===== config.mk =====
export PLATFORM = sky130hd
export DESIGN_NAME = store_rmw_unit
export DESIGN_NICKNAME = d
export VERILOG_FILES = /design/src/rtl/store_rmw_unit.sv
export SDC_FILE = /design/constraint.sdc
export NUM_CORES = 1
export LEC_CHECK = 0
export ABC_AREA = 1
export BUFFER_PORTS_ARGS = -buffer_cell sky130_fd_sc_hd__buf_2
export CAP_MARGIN = 10
export CORE_ASPECT_RATIO = 1.1
export CORE_MARGIN = 2
export CORE_UTILIZATION = 50
export DETAILED_ROUTE_END_ITERATION = 7
export PLACE_DENSITY = 0.78
export SKIP_LAST_GASP = 1
export SYNTH_ARGS = -nofsm -noshare
export SYNTH_HDL_FRONTEND = slang
export SYNTH_SLANG_ARGS = --single-unit

===== constraint.sdc =====
create_clock -name clk -period 2.6 [get_ports clk]
set_input_delay 0.13 -clock clk [delete_from_list [all_inputs] [get_ports clk]]
set_output_delay 0.13 -clock clk [all_outputs]
set_load 0.005 [all_outputs]

===== src/rtl/store_rmw_unit.sv =====
// Store path for a data memory without byte strobes: sw writes directly, sb/sh read-modify-write.
// Optional misaligned-store trapping is enabled by defining STORE_MISALIGN_TRAP_EN.
module store_rmw_unit #(
  parameter int unsigned READ_LATENCY = 1
) (
  input  logic        clk,
  input  logic        reset_n,
  input  logic        StoreReq,
  input  logic [2:0]  StoreSize,
  input  logic [31:0] AddrM,
  input  logic [31:0] WriteDataM,
  output logic        StallM,
  output logic        StoreDone,
  output logic        StoreMisalign,
  output logic [31:0] MemAddr,
  output logic        MemRe,
  input  logic [31:0] MemRdata,
  output logic        MemWe,
  output logic [31:0] MemWdata
);

  localparam int unsigned CW = 3;
  localparam logic [2:0] SZ_W = 3'b000;
  localparam logic [2:0] SZ_B = 3'b001;
  localparam logic [2:0] SZ_H = 3'b011;

  typedef enum logic [2:0] {IDLE, READ, WAIT, WRITE, DROP} state_t;

  state_t          state, state_d;
  logic [31:0]     addr_q, addr_d;
  logic [31:0]     data_q, data_d;
  logic [2:0]      size_q, size_d;
  logic [CW-1:0]   cnt_q, cnt_d;
  logic            done_q, done_d;
  logic            re_q, re_d;
  logic            we_q, we_d;
  logic            legal;
  logic            fault;
  logic [31:0]     merged;

  assign legal = (StoreSize == SZ_W) || (StoreSize == SZ_B) || (StoreSize == SZ_H);

`ifdef STORE_MISALIGN_TRAP_EN
  logic mis_q, mis_d;
  assign fault = ((StoreSize == SZ_W) && (AddrM[1:0] != 2'b00)) ||
                 ((StoreSize == SZ_H) && AddrM[0]);
  assign StoreMisalign = mis_q;
`else
  assign fault = 1'b0;
  assign StoreMisalign = 1'b0;
`endif

  // Insert the captured byte/halfword into the word returned by memory
  always_comb begin
    merged = MemRdata;
    if (size_q == SZ_B) begin
      merged[{addr_q[1:0], 3'b000} +: 8] = data_q[7:0];
    end else begin
      merged[{addr_q[1], 4'b0000} +: 16] = data_q[15:0];
    end
  end

  // Next state plus next values of every registered output
  always_comb begin
    state_d = state;
    addr_d  = addr_q;
    data_d  = data_q;
    size_d  = size_q;
    cnt_d   = cnt_q;
    done_d  = 1'b0;
    re_d    = 1'b0;
    we_d    = 1'b0;
`ifdef STORE_MISALIGN_TRAP_EN
    mis_d   = 1'b0;
`endif
    case (state)
      IDLE: begin
        if (StoreReq) begin
          addr_d = AddrM;
          data_d = WriteDataM;
          size_d = StoreSize;
          if (!legal || fault) begin
            state_d = DROP;
            done_d  = 1'b1;
`ifdef STORE_MISALIGN_TRAP_EN
            mis_d   = fault;
`endif
          end else if (StoreSize == SZ_W) begin
            state_d = WRITE;
            we_d    = 1'b1;
            done_d  = 1'b1;
          end else begin
            state_d = READ;
            re_d    = 1'b1;
          end
        end
      end
      READ: begin
        state_d = WAIT;
        cnt_d   = CW'(READ_LATENCY);
      end
      WAIT: begin
        cnt_d = cnt_q - CW'(1);
        if (cnt_q == CW'(1)) begin
          data_d  = merged;
          state_d = WRITE;
          we_d    = 1'b1;
          done_d  = 1'b1;
        end
      end
      WRITE:   state_d = IDLE;
      DROP:    state_d = IDLE;
      default: state_d = IDLE;
    endcase
  end

  always_ff @(posedge clk or negedge reset_n) begin
    if (!reset_n) begin
      state  <= IDLE;
      addr_q <= '0;
      data_q <= '0;
      size_q <= '0;
      cnt_q  <= '0;
      done_q <= 1'b0;
      re_q   <= 1'b0;
      we_q   <= 1'b0;
`ifdef STORE_MISALIGN_TRAP_EN
      mis_q  <= 1'b0;
`endif
    end else begin
      state  <= state_d;
      addr_q <= addr_d;
      data_q <= data_d;
      size_q <= size_d;
      cnt_q  <= cnt_d;
      done_q <= done_d;
      re_q   <= re_d;
      we_q   <= we_d;
`ifdef STORE_MISALIGN_TRAP_EN
      mis_q  <= mis_d;
`endif
    end
  end

  assign StoreDone = done_q;
  assign MemRe     = re_q;
  assign MemWe     = we_q;
  assign MemAddr   = {addr_q[31:2], 2'b00};
  assign MemWdata  = data_q;
  assign StallM    = StoreReq & ~done_q;

endmodule


==> flow_summary.yaml <==
final_layout:
  final_net_count: 979
  fillers: 830
  synthToLayoutAreaGrowth_pct: 25.57
  final_layout_size_suffix_gt1_share_pct: 23.57
  num_antenna_cells: 0
floorplanning:
  io_pins: 171
  die_area_um2: 10200
  rows: 37
  start_util_pct: 50.80
  core-area_um2: 9259
  die_y_um: 105.7
  die_w_um: 96.48
run:
  drv_cap: 0
timing:
  setup_viol: 0
  fin_crit_sh_pct: 84.85
  drv_slew: 0
  fin_setup_tns_ps: 0
  fin_crit_ps: 2206
  fin_skew_ps: 7.554
  worst_pin_slew_ps: 968.4
  relSlewSlack_pct: 35.44
  fmax_mhz: 453.3
  rsz0062_at_grt: "false"
  timing.final.ws_setup_ps: 393.9
  finalHoldViolCount: 0
cts:
  root_buffer: "clkbuf_8"
  clkTransAtPathRegs_ps: 80
  cts_tree: "built"
  htree_levels: 3
  cts_buffer_depth: 2
  insertion_delay_ps: 350
  cts_buffers: 9
  clock-sinks: 76
critical_path:
  crit_fanout: 13
  r2r_cells: 9
  crit-reg2reg-capture: "MemWdata[9]"
  rrSetupSlack_ps: 390
  crit_arrival_ps: 2490
  setup.worst_path.end: "MemWdata[9]"
  crit_start: "addr_q[1]"
  path_class: "register to register"
  required_ps: 2890
  crit_path_end_kind: "register"
  cp-start-kind: "register"
  worstReg2RegStart: "addr_q[1]"
power:
  swShare_pct: 44.07
  p_switching_w: 0.002722
  seq_power_share_pct: 35.6
  p_comb_share_pct: 48.0
  clkPwrFrac_pct: 16.4
  power.internal_w: 0.003454
  ir_drop_uv: 562.1
  p_leak_nw: 3.358
  p_per_area_nw_per_um2: 1046
yosys:
  syn_area_um2: 4703
  avgSynthCellArea_um2: 6.615
  yosysWarnings: 0
  ys_ff_latch: 76
  ys_seq_area_share_pct: 40.44
  ys_types: 26
  synth_cells: 711
worst_hold_path:
  holdCritStartpoint: "AddrM[1]"
  hp-class: "input port to register"
detailed_routing:
  drt_wl_total_um: 13080
  drtIter0Drc: 232
  vias_per_cell: 4.851
  drtPass1Iterations: 5
  ant_nets: 0
  vias: 4807
  wire_per_inst_um: 13.20
  drc: 0
run_status:
  status: "complete, no violations"
placed_design:
  hpwl_um: 9261
  portBuffers: 167
  gp_congestion: 0.8826
  pre_cts_slack_ps: 456.5
global_routing:
  grt_first_pass_wirelength_um: 20920
  track_usage_pct: 26.07
  antenna_found_initial: 0
  grt.overflow.total: 0
  grt_max_degree: 77
  grt_pass1_vias: 4596
area by class of cell:
cell class              instances  area [µm²]  share of cell area, %
clock inverters                 4       72.57                  1.229
flip-flops and latches         76        1902                  32.20
clock buffers                  11       151.4                  2.564
inverters                      46       172.7                  2.924
well taps                     117       146.4                  2.479
multi-input cells             531        2250                  38.09
repair buffers                206        1211                  20.51
worst max-delay path, cell delays in order (launching register included):
cell      delay (ps)
dfrtp_1          570
clkinv_1         280
ha_1             310
inv_1            280
nand3_1          220
o21ai_0          210
nand2_1           80
nand2_1           90
nand2_1           60
nand2_1           50
cell usage in the layout, fill, tap and decap left out:
| cell | n |
|---|---|
| inv_2 | 1 |
| clkinv_1 | 1 |
| o31ai_1 | 1 |
| dlygate4sd3_1 | 32 |
| nand3_1 | 53 |
| xnor2_1 | 1 |
| clkinv_2 | 1 |
| buf_2 | 166 |
| nor3b_1 | 1 |
| o21ai_0 | 17 |
| bufinv_16 | 2 |
| or2_2 | 6 |
| nand2_1 | 285 |
| nor2_8 | 1 |
| nor2_2 | 2 |
| nand3_2 | 4 |
| o22ai_1 | 1 |
| ha_1 | 7 |
| nor2_1 | 139 |
| nor3_1 | 1 |
| a21oi_1 | 6 |
| inv_1 | 44 |
| clkinvlp_4 | 1 |
| nor2_4 | 1 |
| nand2_4 | 2 |
| conb_1 | 3 |
| dfrtp_1 | 76 |
| buf_4 | 8 |
| clkbuf_8 | 11 |
flip-flops by register name, summed over array words and instances, names as in the netlist:
register / cells
MemRe: 1
MemWdata: 32
MemWe: 1
StoreDone: 1
addr_q: 32
cnt_q: 3
size_q: 3
state: 3
metrics by stage:
step	instance area [µm²]	power (W)	util, %	instances	hold WS [ps]
after floorplan	4711	0.004358	-	713	-165.6
after global placement	5361	0.005004	57.91	944	322.2
after detailed placement	5361	0.005115	57.91	944	331.3
after CTS	5906	0.006181	63.78	991	5.804
after global routing	5906	0.006736	63.78	991	21.42
final	5906	0.006176	63.78	991	10.05
power by group through the flow:
| stage | Sequential, W | Clock, W | Combinational (W) |
|---|---|---|---|
| floorplan | 0.00208 | 0 | 0.00227 |
| detailed placement | 0.00219 | 0 | 0.00293 |
| finish | 0.00220 | 0.00101 | 0.00297 |
| global placement | 0.00218 | 0 | 0.00283 |
| CTS | 0.00218 | 0.00103 | 0.00297 |
| global route | 0.00226 | 0.00107 | 0.00340 |
logic make-up after synthesis:
group                    share of synthesized area (%)
AND/OR/NAND/NOR                                  42.80
buffers and inverters                            11.89
flip-flops                                       40.44
AO/OA/AOI/OAI                                    2.740
adder cells (fa/ha/maj)                          1.862
XOR/XNOR                                        0.1863
other                                          0.07973
timing repair:
item                                   CTS  global route
endpoints found under the hold margin  107             0
setup buffers                            0             0
gates resized for setup                  0             0
hold buffers                            32             0
metal layers:
layer	global-route usage [%]	part of all wire (%)	up-vias
met5	0	0	-
met1	31.74	41	2166
met2	45.54	50	180
li1	-	-	2441
met3	5.147	7.4	20
met4	8.350	1.5	0
Yosys cell counts, drive strengths merged:
cell type | count | area [µm²]
a21oi | 6 | 30.03
o31ai | 1 | 7.510
inv | 45 | 168.9
o22ai | 1 | 6.260
nor3 | 1 | 5.000
clkbuf | 6 | 22.52
or2 | 6 | 37.54
dfrtp | 76 | 1902
nor2 | 143 | 565.5
nand2 | 287 | 1092
conb | 1 | 3.750
nor3b | 1 | 7.510
clkinv | 1 | 3.750
ha | 7 | 87.58
o21ai | 17 | 85.08
nand3 | 57 | 305.3
xnor2 | 1 | 8.760
buf | 54 | 364.1
worst min path at each step:
stage                       to  slack, ps  cells past startpoint
floorplan                MemRe       -170                      0
global placement     addr_q[9]        320                      3
detailed placement  addr_q[23]        330                      3
CTS                  addr_q[1]          6                      3
global route         addr_q[1]         20                      3
finish               addr_q[1]         10                      3
Power figures use the tool's default switching activity.
